### config.mk
export PLATFORM = sky130hd
export DESIGN_NAME = conv_window_3x3_flat
export DESIGN_NICKNAME = d
export VERILOG_FILES = /design/src/rtl/conv_window_3x3_if.sv /design/src/rtl/conv_window_3x3.sv /design/src/flat_wrapper.sv
export SDC_FILE = /design/constraint.sdc
export NUM_CORES = 1
export LEC_CHECK = 0
export BUFFER_PORTS_ARGS = -buffer_cell sky130_fd_sc_hd__buf_2
export CAP_MARGIN = 20
export CELL_PAD_IN_SITES_DETAIL_PLACEMENT = 1
export CELL_PAD_IN_SITES_GLOBAL_PLACEMENT = 2
export CORE_ASPECT_RATIO = 0.8
export CORE_UTILIZATION = 45
export CTS_CLUSTER_DIAMETER = 100
export CTS_CLUSTER_SIZE = 24
export DETAILED_ROUTE_END_ITERATION = 10
export PLACE_DENSITY_LB_ADDON = 0.1
export SETUP_SLACK_MARGIN = 0.1
export SYNTH_ARGS = -nofsm -noshare
export SYNTH_HDL_FRONTEND = slang
export SYNTH_SLANG_ARGS = --single-unit
### constraint.sdc
create_clock -name clk -period 17.4 [get_ports clk]
set_clock_uncertainty 0.05 [all_clocks]
set_input_delay 1.74 -clock clk [delete_from_list [all_inputs] [get_ports clk]]
set_output_delay 1.74 -clock clk [all_outputs]
set_load 0.005 [all_outputs]
### src/rtl/conv_window_3x3_if.sv
// Stream bundle between a raster pixel source and the 3x3 window generator.
// Optional end-of-frame flag present only when WINDOW_EOF_EN is defined.
interface conv_window_3x3_if #(
    parameter int WIDTH = 8
);
    logic                 input_vld;
    logic [WIDTH-1:0]     din;
    logic [9*WIDTH-1:0]   win;
    logic                 win_vld;
    logic                 busy;
`ifdef WINDOW_EOF_EN
    logic                 win_last;
`endif

    modport master (
        output input_vld, din,
`ifdef WINDOW_EOF_EN
        input  win_last,
`endif
        input  win, win_vld, busy
    );

    modport slave (
        input  input_vld, din,
`ifdef WINDOW_EOF_EN
        output win_last,
`endif
        output win, win_vld, busy
    );
endinterface

### src/rtl/conv_window_3x3.sv
// Streaming 3x3 valid-convolution window generator with two IMG_W-deep row lines.
// Define WINDOW_EOF_EN to add the win_last end-of-frame flag.
module conv_window_3x3 #(
    parameter int WIDTH = 8,
    parameter int IMG_W = 28,
    parameter int IMG_H = 28
) (
    input  logic           clk,
    input  logic           rst,
    conv_window_3x3_if.slave io
);
    localparam int CW = $clog2(IMG_W);
    localparam int RW = $clog2(IMG_H);
    localparam logic [CW-1:0] COL_LAST = CW'(IMG_W - 1);
    localparam logic [RW-1:0] ROW_LAST = RW'(IMG_H - 1);

    typedef enum logic [1:0] {IDLE, FILL, RUN} state_t;

    state_t             state_q, state_d;
    logic [CW-1:0]      col_q, col_d;
    logic [RW-1:0]      row_q, row_d;
    logic [WIDTH-1:0]   line1_q [IMG_W];
    logic [WIDTH-1:0]   line2_q [IMG_W];
    logic [WIDTH-1:0]   tap_q [3][3];
    logic [WIDTH-1:0]   tap_d [3][3];
    logic [9*WIDTH-1:0] win_q, win_d, flat_d;
    logic               win_vld_q;
    logic               accept, last_pix, win_ok;

    assign accept   = rst && io.input_vld;
    assign last_pix = accept && (row_q == ROW_LAST) && (col_q == COL_LAST);
    assign win_ok   = accept && (row_q >= RW'(2)) && (col_q >= CW'(2));

    always_comb begin
        col_d = col_q;
        row_d = row_q;
        if (accept) begin
            if (col_q == COL_LAST) begin
                col_d = '0;
                row_d = (row_q == ROW_LAST) ? '0 : row_q + 1'b1;
            end else begin
                col_d = col_q + 1'b1;
            end
        end
    end

    always_comb begin
        state_d = state_q;
        case (state_q)
            IDLE:    if (accept) state_d = FILL;
            FILL:    if (accept && row_d >= RW'(2)) state_d = RUN;
            RUN:     if (last_pix) state_d = IDLE;
            default: state_d = IDLE;
        endcase
    end

    // Internal taps shift on every beat; the visible window only updates on
    // in-image positions so win stays frozen between strobes.
    always_comb begin
        tap_d = tap_q;
        if (accept) begin
            for (int i = 0; i < 3; i++) begin
                tap_d[i][0] = tap_q[i][1];
                tap_d[i][1] = tap_q[i][2];
            end
            tap_d[0][2] = line2_q[IMG_W-1];
            tap_d[1][2] = line1_q[IMG_W-1];
            tap_d[2][2] = io.din;
        end
        flat_d = '0;
        for (int i = 0; i < 3; i++) begin
            for (int j = 0; j < 3; j++) begin
                flat_d[(3*i+j)*WIDTH +: WIDTH] = tap_d[i][j];
            end
        end
        win_d = win_ok ? flat_d : win_q;
    end

    always_ff @(posedge clk) begin
        if (!rst) begin
            state_q   <= IDLE;
            col_q     <= '0;
            row_q     <= '0;
            win_q     <= '0;
            win_vld_q <= 1'b0;
            for (int i = 0; i < 3; i++) begin
                for (int j = 0; j < 3; j++) begin
                    tap_q[i][j] <= '0;
                end
            end
        end else begin
            state_q   <= state_d;
            col_q     <= col_d;
            row_q     <= row_d;
            win_q     <= win_d;
            win_vld_q <= win_ok;
            tap_q     <= tap_d;
        end
    end

    // Line 1 delays din by one row; line 2 delays line 1 by another row.
    always_ff @(posedge clk) begin
        if (!rst) begin
            for (int i = 0; i < IMG_W; i++) begin
                line1_q[i] <= '0;
                line2_q[i] <= '0;
            end
        end else if (accept) begin
            line1_q[0] <= io.din;
            line2_q[0] <= line1_q[IMG_W-1];
            for (int i = 1; i < IMG_W; i++) begin
                line1_q[i] <= line1_q[i-1];
                line2_q[i] <= line2_q[i-1];
            end
        end
    end

`ifdef WINDOW_EOF_EN
    logic win_last_q;

    always_ff @(posedge clk) begin
        if (!rst) begin
            win_last_q <= 1'b0;
        end else begin
            win_last_q <= last_pix;
        end
    end

    assign io.win_last = win_last_q;
`endif

    assign io.win     = win_q;
    assign io.win_vld = win_vld_q;
    // A beat being accepted counts as frame-in-progress, so busy does not
    // dip between back-to-back frames.
    assign io.busy    = (state_q != IDLE) || accept;
endmodule

### src/flat_wrapper.sv
// flat-port wrapper written by rule: the top's interface ports become plain ports
module conv_window_3x3_flat 
#(
    parameter int WIDTH = 8,
    parameter int IMG_W = 28,
    parameter int IMG_H = 28
)
  (clk, rst, io_input_vld, io_din, io_win, io_win_vld, io_busy);
  conv_window_3x3_if #(.WIDTH(WIDTH)) io_i ();
  input  logic clk;
  input  logic rst;
  input wire logic [$bits(io_i.input_vld)-1:0] io_input_vld;
  input wire logic [$bits(io_i.din)-1:0] io_din;
  output wire logic [$bits(io_i.win)-1:0] io_win;
  output wire logic [$bits(io_i.win_vld)-1:0] io_win_vld;
  output wire logic [$bits(io_i.busy)-1:0] io_busy;
  assign io_i.input_vld = io_input_vld;
  assign io_i.din = io_din;
  assign io_win = io_i.win;
  assign io_win_vld = io_i.win_vld;
  assign io_busy = io_i.busy;
  conv_window_3x3 #(.WIDTH(WIDTH), .IMG_W(IMG_W), .IMG_H(IMG_H)) u_core (.clk(clk), .rst(rst), .io(io_i));
endmodule
==> results of run 1 <==
## sequential cells by signal, indices dropped and copies added, names as in the netlist
name               flops
u_core.line2_q       224
u_core.line1_q       224
u_core.io.win_vld      1
u_core.col_q           5
u_core.row_q           5
u_core.io.win         72
u_core.tap_q          72
u_core.state_q         2
## final cells by class
type	count	area [µm²]	area share [%]
Tap cell	666	833	3.44
Timing Repair Buffer	99	598	2.47
Multi-Input combinational cell	797	5390	22.2
Clock inverter	1	20.0	0.0825
Sequential cell	605	16600	68.4
Inverter	3	11.3	0.0464
Clock buffer	51	808	3.33
## how the worst max path moves through the flow
stage / end / from / cells past startpoint / slack (ns)
6_report: io_busy / rst / 4 / 12.41
5_1_grt: io_busy / rst / 4 / 12.29
4_1_cts: io_busy / rst / 4 / 12.42
3_5_place_dp: u_core.line1_q[1][33] / io_input_vld / 4 / 12.26
3_3_place_gp: u_core.line1_q[1][23] / io_input_vld / 4 / 12.34
2_1_floorplan: u_core.line1_q[0][0] / io_input_vld / 4 / 3.40
## worst reg2reg max path, stage by stage (launching register included)
cell     delay [ns]
dfxtp_1        0.48
or4_1          0.17
o21ai_1        0.09
a21oi_4        0.14
buf_4          0.52
buf_4          0.78
nand2_1        0.22
o211a_1        0.15
## report_power, final
| group | switching (µW) | internal [µW] | total, µW | leakage [µW] |
|---|---|---|---|---|
| combinational | 66.6 | 34.9 | 102 | 0.00451 |
| clock | 437 | 320 | 757 | 0.000393 |
| sequential | 22.5 | 1630 | 1650 | 0.00622 |
| total | 526 | 1980 | 2510 | 0.0111 |
## layer usage
layer  part of all wire (%)  track usage [%]  wire (µm)
met1                     50             21.7      19000
met2                     44             22.5      16800
met3                    3.1             2.47       1170
met4                    2.1             3.40        812
met5                      0                0          0
## logic make-up after synthesis
logic type	Yosys count	synth area share, %
AND/OR/NAND/NOR	629	16.6
flip-flops	605	73.7
buffers and inverters	128	2.38
AO/OA/AOI/OAI	87	3.67
multiplexers	74	3.29
adder cells (fa/ha/maj)	4	0.222
XOR/XNOR	3	0.117
## cells in the final DEF, fill, tap and decap left out, drive strengths merged
master,instances
inv,4
or4,1
nor2,6
o211a,73
buf,99
nand2,79
nor2b,78
o31ai,1
clkbuf,51
mux2i,74
a22oi,1
nor3b,2
and3,289
edfxtp,448
nand3b,1
o211ai,3
nand3,1
and4b,2
a31oi,1
and2,163
xnor2,1
xor2,2
dfxtp,157
nand2b,1
ha,4
nor3,1
nand4,3
a21boi,1
a21oi,4
o21ai,2
or3,2
a41o,1
## through the flow
| stage | total power (µW) | cell area, µm² |
|---|---|---|
| 5_1_grt | 2610 | 24300 |
| 3_5_place_dp | 1790 | 23400 |
| 4_1_cts | 2550 | 24200 |
| 6_report | 2510 | 24300 |
| 3_3_place_gp | 1780 | 23400 |
| 2_1_floorplan | 1780 | 22500 |
==> run metrics, run 1 <==
initial antenna violation count=0; pin count of the biggest net entering global routing=199; FF-to-FF setup slack=14.70 ns; post-CTS setup buffer count=0; commonest cells in the netlist=448 x edfxtp_1, 289 x and3_1, 163 x and2_1; largest area contributor in the netlist=edfxtp_1; CTS tree=yes; Total Die Area=0.0509 mm²; I/O Buffers=84; drt wl/cell=17.0 µm; worst skew pair latency=0.60 ns; deepest clock path buffer count=3; H-tree Lvls=1; crit path DAT=3.20 ns; Die Y=202 µm; top_reg_cell synth=edfxtp_1; DP HPWL=19500 µm; synthesized area=0.0225 mm²; ys async rst share=0%; number of flops mapped to enable cells by yosys=448; Die X-Extent=252 µm; DRT iter0 DRCs=755; R2R cell count=7; TritonRoute pass-1 iters=4; Non-Filler Instances=2222; post-synthesis register bit count=605; CP max FO=166; Synthesized Nets=1545; clk sinks=605; Placeable Area=0.0488 mm²; Initial Utilization=46.1%; Synth top area share=59.8%; worst hold-check path type=flip-flop to flip-flop; setup ws final=12.41 ns; register area share after synthesis=73.7%; Nets=1550; slowest stage delay, CP=0.55 ns; Site Rows=72; Routed WL=37800 µm; syn_area_per_cell=14.7 µm²; ANT cells=0; top-level I/O count=85; RSZ-0062 raised after global routing=no; Crit Path Class=primary input to output port; Post-DRT Antenna Nets=0; most frequent cell after synthesis=edfxtp_1; setup_tns=0 ns; DR vias/cell=5.13; Reg-to-Reg Start=u_core.row_q[2]; final cell utilization of the core=49.7%; Hold Crit Depth=1; fraction of layout cells with a size suffix above 1=8.42%; Crit path max-delay family=buffers and inverters; GRT Overall Usage=14.6%; CP endpoint kind=output port; min cycle time layout=4.99 ns; f_max=201 MHz; worst hold path endpoint=u_core.io.win[37]; CP cell instances=buf_8 -> and2_1 -> or3_1 -> buf_2; Max Cap Viol=0; root buffer cell=clkbuf_16; Hold Violations, Final=0; Slew HR=25.0%; Worst VDD drop=0.0970 mV; DP Worst Slack=12.26 ns; drt drc=0; startpoint types=primary input; critical path required time=15.61 ns; vias=11409; CTS Hold Bufs=0; number of fill cells in the layout=4795; final slew viol count=0; status=complete, no violations; placed cells=2168; Worst Tran Pin Value=1.12 ns; synthesized instance count=1530; R2R Path End=u_core.io.win[8]; cell leakage power=0.0111 µW; global placement routability congestion=0.723; Synth cell types=36; top cells by area, synth=edfxtp_1 60%, dfxtp_1 14%, and3_1 8.0%; post-CTS sizing=0; P per Cell Area=103 mW/mm²; CP max-delay cell=buf_8; Hold WS=0.451 ns; clk slew on worst S/H paths=0.07 ns; GRT Residual Overflow=0; CTS Buf Count=29; vias in the first global route=11446; critical path buffer and inverter count=2; Tcrit/Tclk final=28.7%; first-pass GRT wire length=61500 µm; yosys warns=0; final setup fails=0; area delta synth->final=7.78%; worst hold start=u_core.io.win[37]
(Power assumes the default switching activity.)
==> inputs of run 2 (changes only) <==
- ABC_AREA: not set -> 1
- CORE_UTILIZATION: 45 -> 38
- clock period: 17.4 -> 4.5 ns (I/O delays scaled with it)
==> run metrics, run 2 <==
critical path required time=4.00 ns; Site Rows=79; CTS Hold Bufs=0; root buffer cell=clkbuf_16; final slew viol count=0; worst hold-check path type=primary input to flip-flop; min cycle time layout=2.62 ns; area delta synth->final=9.03%; commonest cells in the netlist=477 x inv_1, 448 x edfxtp_1, 369 x nor2_1; P per Cell Area=394 mW/mm²; Worst Tran Pin Value=0.938 ns; DRT iter0 DRCs=698; R2R cell count=9; f_max=382 MHz; Placeable Area=0.0586 mm²; Max Cap Viol=0; clk slew on worst S/H paths=0.10 ns; vias=12453; startpoint types=primary input; post-CTS setup buffer count=0; drt wl/cell=13.7 µm; DP HPWL=22500 µm; yosys warns=0; worst hold start=io_din[5]; CTS tree=yes; post-synthesis register bit count=605; most frequent cell after synthesis=inv_1; fraction of layout cells with a size suffix above 1=6.80%; R2R Path End=u_core.io.win[9]; Non-Filler Instances=2829; top-level I/O count=85; number of fill cells in the layout=6380; Die Y=221 µm; CP endpoint kind=output port; status=complete, no violations; RSZ-0062 raised after global routing=no; CTS Buf Count=29; biggest registers after layout=u_core.line1_q (224), u_core.line2_q (224); I/O Buffers=84; Simple-Gate Fraction of Synth Area=9.96%; Synthesized Nets=2013; placed cells=2776; Hold Violations, Final=0; worst hold path endpoint=u_core.line1_q[0][5]; synthesized instance count=1998; syn_area_per_cell=11.4 µm²; top cells by area, synth=edfxtp_1 59%, dfxtp_1 14%, inv_1 7.9%; CP max-delay cell=buf_12; pin count of the biggest net entering global routing=134; GRT Overall Usage=13.0%; global placement routability congestion=0.721; initial antenna violation count=0; GRT Residual Overflow=0; vias in the first global route=12757; FF-to-FF setup slack=2.41 ns; TritonRoute pass-1 iters=4; Synth Area in Adders=0.220%; clk sinks=605; largest area contributor in the netlist=edfxtp_1; most frequent cells in the layout=477 x inv_1, 448 x edfxtp_1, 369 x nor2_1; Worst VDD drop=0.342 mV; ANT cells=0; DR vias/cell=4.40; Total Die Area=0.0608 mm²; top_reg_cell synth=edfxtp_1; Die X-Extent=276 µm; Reg-to-Reg Start=u_core.col_q[0]; Hold Crit Depth=3; Initial Utilization=38.8%; largest family of logic cells by synthesized area=simple AND/OR/NAND/NOR gates; cell leakage power=0.0112 µW; number of flops mapped to enable cells by yosys=448; Synth cell types=29; Post-Synth XOR/XNOR Area=0%; slowest stage delay, CP=0.51 ns; register area share after synthesis=73.0%; Synth top area share=59.1%; deepest clock path buffer count=3; crit path DAT=2.12 ns; worst skew pair latency=0.61 ns; setup_tns=0 ns; CP cell instances=buf_6 -> nand2_4 -> buf_12 -> nand2_1 -> buf_2; Slew HR=37.5%; first-pass GRT wire length=65500 µm; drt drc=0; Tcrit/Tclk final=58.2%; Routed WL=38600 µm; mux contribution to synthesized area=2.46%; Post-DRT Antenna Nets=0; Nets=2054; synthesized area=0.0227 mm²; ys async rst share=0%; Crit Path Class=primary input to output port; CP max FO=125; post-CTS sizing=0; Compound-Gate Fraction of Synth Area=4.44%; H-tree Lvls=1; final setup fails=0; commonest non-fill, non-tap cell in the layout=inv_1
==> run 2: how the worst max path moves through the flow <==
stage	startpoint	end	slack (ns)	depth (start not counted)
detailed placement	rst	u_core.line2_q[0][116]	1.50	4
global placement	rst	u_core.line2_q[0][100]	1.50	4
floorplan	rst	u_core.line1_q[0][0]	0.02	4
CTS	rst	io_busy	1.72	5
finish	rst	io_busy	1.88	5
global route	rst	io_busy	1.60	5
==> run 2: logic make-up (layout without fill, tap and decap cells) <==
| kind of cell | after synthesis | in the layout |
|---|---|---|
| AOI/OAI and AO/OA | 172 | 172 |
| adders and majority gates | 4 | 4 |
| buffers and inverters | 571 | 633 |
| DFF | 605 | 605 |
| muxes | 56 | 56 |
| and+or+nand+nor | 590 | 590 |
==> run 2: final cells by class <==
cell class / instances / area (µm²) / share of cell area (%)
Clock inverter: 3 / 32.5 / 0.131
Sequential cell: 605 / 16600 / 66.9
Clock buffer: 49 / 801 / 3.23
Timing Repair Buffer: 101 / 699 / 2.82
Multi-Input combinational cell: 822 / 3900 / 15.7
Inverter: 480 / 1810 / 7.31
Tap cell: 769 / 962 / 3.88
==> run 2: power breakdown <==
part | leakage [µW] | internal, µW | total, µW | switching (µW)
sequential | 0.00622 | 6290 | 6370 | 87.0
clock | 0.000400 | 1240 | 2960 | 1720
combinational | 0.00458 | 124 | 438 | 315
==> run 2: layer usage <==
metal	global-route usage, %	routed length (µm)	vias up
met5	0	0	-
met4	2.46	719	0
met3	1.71	812	35
met2	21.2	17800	67
met1	18.7	19300	6065
li1	-	-	6286
==> run 2: worst max-delay path, delay by kind of cell <==
family | cells | cell delay [ns]
simple gates | 2 | 0.64
buf+inv | 3 | 0.93
==> run 2: stage by stage <==
stage	setup WS (ns)	total power, µW	cell area, µm²	utilization (%)	hold slack [ns]
final	1.88	9770	24800	42.3	0.113
after global placement	1.50	6940	23900	40.8	0.395
after global routing	1.60	10200	24800	42.3	0.0954
after CTS	1.72	9960	24800	42.3	0.0768
after floorplan	0.0193	6830	22800	-	0.407
after detailed placement	1.50	6960	23900	40.8	0.400
